===== src/rtl/uart_pkg.sv =====
// Shared types and constants for the UART transmit/receive blocks.
package uart_pkg;

    typedef enum logic [2:0] {
        IDLE   = 3'd0,
        START  = 3'd1,
        DATA   = 3'd2,
        PARITY = 3'd3,
        STOP   = 3'd4
    } uart_state_e;

    localparam int PAR_NONE = 0;
    localparam int PAR_EVEN = 1;
    localparam int PAR_ODD  = 2;

    localparam int UART_DATA_W = 8;

endpackage


===== src/rtl/uart_baud_cnt.sv =====
// Bit-period counter: ticks in the last cycle of every bit while enabled.
module uart_baud_cnt #(
    parameter int CLKS_PER_BIT = 218
) (
    input  logic clk_i,
    input  logic rstn_i,
    input  logic clr_i,
    input  logic en_i,
    output logic tick_o
);

    localparam int CW = $clog2(CLKS_PER_BIT);
    localparam logic [CW-1:0] LAST = CW'(CLKS_PER_BIT - 1);

    logic [CW-1:0] cnt;

    assign tick_o = en_i && (cnt == LAST);

    // Clear has priority so a new frame always starts on a full-length bit.
    always_ff @(posedge clk_i or negedge rstn_i) begin
        if (!rstn_i) begin
            cnt <= '0;
        end else if (clr_i) begin
            cnt <= '0;
        end else if (en_i) begin
            if (cnt == LAST) cnt <= '0;
            else             cnt <= cnt + CW'(1);
        end
    end

endmodule


===== src/rtl/uart_tx.sv =====
// UART transmitter: valid/ready byte input, LSB-first 8N1 or 8E1/8O1 serial output.
module uart_tx
    import uart_pkg::*;
#(
    parameter int CLKS_PER_BIT = 218,
    parameter int PARITY       = PAR_NONE
) (
    input  logic                   clk_i,
    input  logic                   rstn_i,
    input  logic [UART_DATA_W-1:0] data_i,
    input  logic                   valid_i,
    output logic                   ready_o,
    output logic                   tx_o,
    output logic                   busy_o,
    output logic [2:0]             state_o
);

    // Handshake: a byte transfers on a rising clk_i edge where valid_i && ready_o;
    // the producer may change data_i freely at any other time.

    localparam logic [2:0] S_IDLE  = uart_pkg::IDLE;
    localparam logic [2:0] S_START = uart_pkg::START;
    localparam logic [2:0] S_DATA  = uart_pkg::DATA;
    localparam logic [2:0] S_PAR   = uart_pkg::PARITY;
    localparam logic [2:0] S_STOP  = uart_pkg::STOP;

    logic [2:0]             state;
    logic [UART_DATA_W-1:0] shreg;
    logic [2:0]             bit_idx;
    logic                   par_bit;
    logic                   tick;
    logic                   cnt_en;
    logic                   accept;
    logic                   tx_next;

    assign cnt_en  = (state != S_IDLE);
    assign ready_o = (state == S_IDLE) || ((state == S_STOP) && tick);
    assign busy_o  = (state != S_IDLE);
    assign accept  = valid_i && ready_o;
    assign state_o = state;

    uart_baud_cnt #(
        .CLKS_PER_BIT(CLKS_PER_BIT)
    ) u_baud_cnt (
        .clk_i (clk_i),
        .rstn_i(rstn_i),
        .clr_i (accept),
        .en_i  (cnt_en),
        .tick_o(tick)
    );

    always_ff @(posedge clk_i or negedge rstn_i) begin
        if (!rstn_i) begin
            state   <= S_IDLE;
            shreg   <= '0;
            bit_idx <= '0;
            par_bit <= 1'b0;
        end else if (accept) begin
            state   <= S_START;
            shreg   <= data_i;
            bit_idx <= '0;
            par_bit <= (PARITY == PAR_ODD) ? ~(^data_i) : ^data_i;
        end else if (tick) begin
            case (state)
                S_START: state <= S_DATA;
                S_DATA: begin
                    shreg   <= shreg >> 1;
                    bit_idx <= bit_idx + 3'd1;
                    if (bit_idx == 3'd7) state <= (PARITY != PAR_NONE) ? S_PAR : S_STOP;
                end
                S_PAR:   state <= S_STOP;
                default: state <= S_IDLE;
            endcase
        end
    end

    // The line level is registered from the current state, so it trails the FSM by one cycle.
    always_comb begin
        tx_next = 1'b1;
        case (state)
            S_START: tx_next = 1'b0;
            S_DATA:  tx_next = shreg[0];
            S_PAR:   tx_next = par_bit;
            default: tx_next = 1'b1;
        endcase
    end

    always_ff @(posedge clk_i or negedge rstn_i) begin
        if (!rstn_i) tx_o <= 1'b1;
        else         tx_o <= tx_next;
    end

endmodule


===== config.mk =====
export PLATFORM = sky130hd
export DESIGN_NAME = uart_tx
export DESIGN_NICKNAME = d
export VERILOG_FILES = /design/src/rtl/uart_pkg.sv /design/src/rtl/uart_baud_cnt.sv /design/src/rtl/uart_tx.sv
export SDC_FILE = /design/constraint.sdc
export NUM_CORES = 1
export LEC_CHECK = 0
export ABC_AREA = 1
export CAP_MARGIN = 0
export CORE_MARGIN = 3
export CORE_UTILIZATION = 59
export DETAILED_ROUTE_END_ITERATION = 8
export PLACE_DENSITY = 0.89
export SYNTH_ARGS = -nofsm -noshare
export SYNTH_HDL_FRONTEND = slang
export SYNTH_SLANG_ARGS = --single-unit
export TNS_END_PERCENT = 30

===== constraint.sdc =====
create_clock -name clk_i -period 2.41 [get_ports clk_i]
set_input_delay 0.241 -clock clk_i [delete_from_list [all_inputs] [get_ports clk_i]]
set_output_delay 0.241 -clock clk_i [all_outputs]
set_load 0.01 [all_outputs]

==> run_results.csv <==
group,metric,value,unit
power_and_ir_drop,switching_share,23.0,%
die,fp.dieW,57.0,um
finish,drive_gt1_share,13.1,%
yosys,async_flop_share,100,%
power_and_ir_drop,p_switching,0.155,mW
route,drtAntennaViolNets,0,
sta,max_slew.worst_pin.slew,813,ps
route,via_per_inst,5.66,
power_and_ir_drop,power_frac_seq,59.6,%
clocking,cts-root-buf,"clkbuf_4",
clocking,cts_buffer_depth,2,
grt,grt_use_met1,29.9,%
yosys,synth_top_family_by_area,"simple AND/OR/NAND/NOR gates",
die,die_area,0.00325,sq mm
power_and_ir_drop,combPwrFrac,8.5,%
yosys,synth-edff-count,0,
sta,slew_viol_final,0,
clocking,clk_latency,320,ps
grt,grt_usage,21.2,%
place,dp_hpwl,2370,um
route,wl_per_cell,13.3,um
grt,met3_usage,2.49,%
die,core_area,0.00234,sq mm
route,drtPass1Iterations,4,
yosys,synth.distinct_cells,32,
yosys,post-synth-top-count-cell,"nand2_1",
grt,antenna_found_initial,0,
sta,hold_violations,0,
setup_path,critPathKind,"reg2out",
power_and_ir_drop,max-vdd-ir-drop,0.362,mV
yosys,synth_ff_type,"dfrtp_1",
yosys,ys_warn_count,0,
route,drt_iter0_drc,48,
finish,diodes,0,
grt,grt_start_max_net_pins,26,
place,portBuffers,16,
yosys,synthTopCellsByArea,"dfrtp_1 38%, nand2_1 16%, inv_1 5.4%",
yosys,synth_compound_area_share,11.2,%
clocking,cts_hold_buf,0,
yosys,netlist_instances,197,
place,globalplace.congestion,0.775,
clocking,clock-sinks,24,
flow_run,max_cap_viol_count,0,
yosys,synth_seq_area_share,39.3,%
setup_path,cp_max_fo,4,
clocking,clk_pin_slew,130,ps
yosys,syn_area_per_cell,7.78,sq um
clocking,cts_tree,"done",
route,wl,3200,um
clocking,htreeDepth,1,
sta,setup_violations,0,
grt,grt_overflow_total,0,
power_and_ir_drop,p_int,0.521,mW
sta,clock_skew,3.08,ps
yosys,muxShareOfSynthArea,0,%
yosys,synth_xor_xnor_area_share,2.86,%
sta,tns,0,ps
yosys,yosys.area_share.simple,33.3,%
die,start_util,65.5,%
die,rows,17,
setup_path,crit_path_end_kind,"output pin",
yosys,synth_area_leader_cell,"dfrtp_1",
power_and_ir_drop,pwr-share-clk,31.9,%
yosys,synthesis.area,0.00153,sq mm
setup_path,arrival,1990,ps
die,design.portCount,17,
sta,max_freq,0.447,GHz
sta,slew-limit-headroom,45.6,%
power_and_ir_drop,p_leak,0.920,nW
grt,grt_busiest_layer,"met2",
yosys,ys_ff_latch,24,
die,die_y,57.0,um
sta,rsz0062_at_grt,"no",
sta,period_needed,2240,ps
grt,use_met2,34.1,%
setup_path,required,2170,ps
yosys,synthAdderAreaFrac,3.27,%
route,via_count,1363,
finish,finalNetCount,229,
sta,fin_crit_sh,92.7,%
worst_hold_path,hold_class,"in2async",
route,drcViolationCount,0,
power_and_ir_drop,p_total,0.676,mW
yosys,syn_nets,212,
setup_path,startpoint_type,"flip-flop",
status,status,"completed",
grt,grt_pass1_wl,5530,um
grt,grt_pass1_vias,1249,
power_and_ir_drop,power_density,390,mW/mm^2
finish,syn_to_final_growth,13.1,%
yosys,ys_top_cells_by_count,"65 x nand2_1, 23 x dfrtp_1, 22 x inv_1",
yosys,synth_top_cell_area_share,37.6,%
clocking,numCtsBuffers,3,
-- sequential cells by signal, summed over array words and instances (netlist names) --
| signal | cells |
|---|---|
| bit_idx | 3 |
| par_bit | 1 |
| shreg | 8 |
| state_o | 3 |
| tx_o | 1 |
| u_baud_cnt.cnt | 8 |
-- cells in the final DEF, fill, tap and decap left out --
master	count
nand3_2	1
o22ai_1	1
nor4_1	1
nor2_1	9
nand2_4	3
o21ai_0	2
o31ai_1	1
a21oi_1	5
o21ai_2	1
dfrtp_2	1
clkbuf_4	3
inv_2	5
dfstp_2	1
buf_4	3
o21bai_1	1
nand3_1	3
nor2_2	2
nand4_1	12
o211ai_1	11
xor2_1	3
clkdlybuf4s50_1	16
nor2_4	1
o21ai_1	2
nand3_4	2
clkbuf_8	1
nand2_2	3
xnor2_1	2
o21a_1	1
nor3_2	1
a31oi_1	1
dfrtp_1	22
nor3_1	1
ha_1	4
nand2_1	65
inv_1	22
-- timing repair --
item	CTS	global route
setup endpoints to repair	0	1
gates resized for setup	0	1
buffers inserted	0	1
-- power by group through the flow --
stage / logic, mW / registers (mW) / clock network (mW)
2_1_floorplan: 0.0254 / 0.410 / 0
3_3_place_gp: 0.0545 / 0.410 / 0
3_5_place_dp: 0.0573 / 0.410 / 0
4_1_cts: 0.0576 / 0.403 / 0.214
5_1_grt: 0.0653 / 0.403 / 0.233
6_report: 0.0576 / 0.403 / 0.216
-- path summary, 6_finish.rpt --
check                                               from                endpoint  slack (ps)  cells after the start
hold reg to reg                      par_bit$_DFFE_PN0N_     par_bit$_DFFE_PN0N_         510                      2
setup / recovery           u_baud_cnt.cnt[1]$_DFFE_PN0P_                 ready_o         170                      9
hold / removal                                    rstn_i  state_o[0]$_DFFE_PN0P_         370                      1
setup reg to reg           u_baud_cnt.cnt[1]$_DFFE_PN0P_    shreg[2]$_DFFE_PN0P_         490                     11
min in group clk_i                   par_bit$_DFFE_PN0N_     par_bit$_DFFE_PN0N_         510                      2
max in group asynchronous                         rstn_i  bit_idx[1]$_DFFE_PN0P_        1420                      2
-- metrics by stage --
stage / instance area [sq um] / utilization, % / worst slack, ps / std cells / hold WS, ps
final: 1730 / 74.1 / 175 / 241 / 373
after CTS: 1730 / 73.7 / 88.6 / 240 / 376
after floorplan: 1530 / - / 972 / 197 / -54.6
after global placement: 1690 / 72.2 / 530 / 236 / 470
after detailed placement: 1690 / 72.2 / 466 / 236 / 484
after global routing: 1730 / 74.1 / 82.1 / 241 / 417
-- cell type report --
cell class / count / area [sq um]
multi-input cells: 139 / 776
repair buffers: 19 / 183
flip-flops and latches: 24 / 603
well taps: 28 / 35.0
clock buffers: 4 / 36.3
inverters: 27 / 101
fillers: 195 / 606
-- cells by family after synthesis --
logic type | Yosys count
simple gates | 104
buf+inv | 34
compound gates | 26
flops | 24
xor+xnor | 5
fa+ha+maj | 4
-- critical path, stage by stage (launching register included) --
cell and delay (ps):
dfrtp_1 420, inv_1 80, ha_1 140, nand2_1 60, nor2_2 130, nand2_2 110
nand2_4 100, nand2_1 50, inv_1 50, clkdlybuf4s50_1 530
-- layer usage --
layer	wire length [um]	part of all wire, %
met1	1460	46
met5	0	0
met2	1500	47
met4	42	1.3
met3	196	6.1
Note: power is estimated with default switching activity, not from simulation.
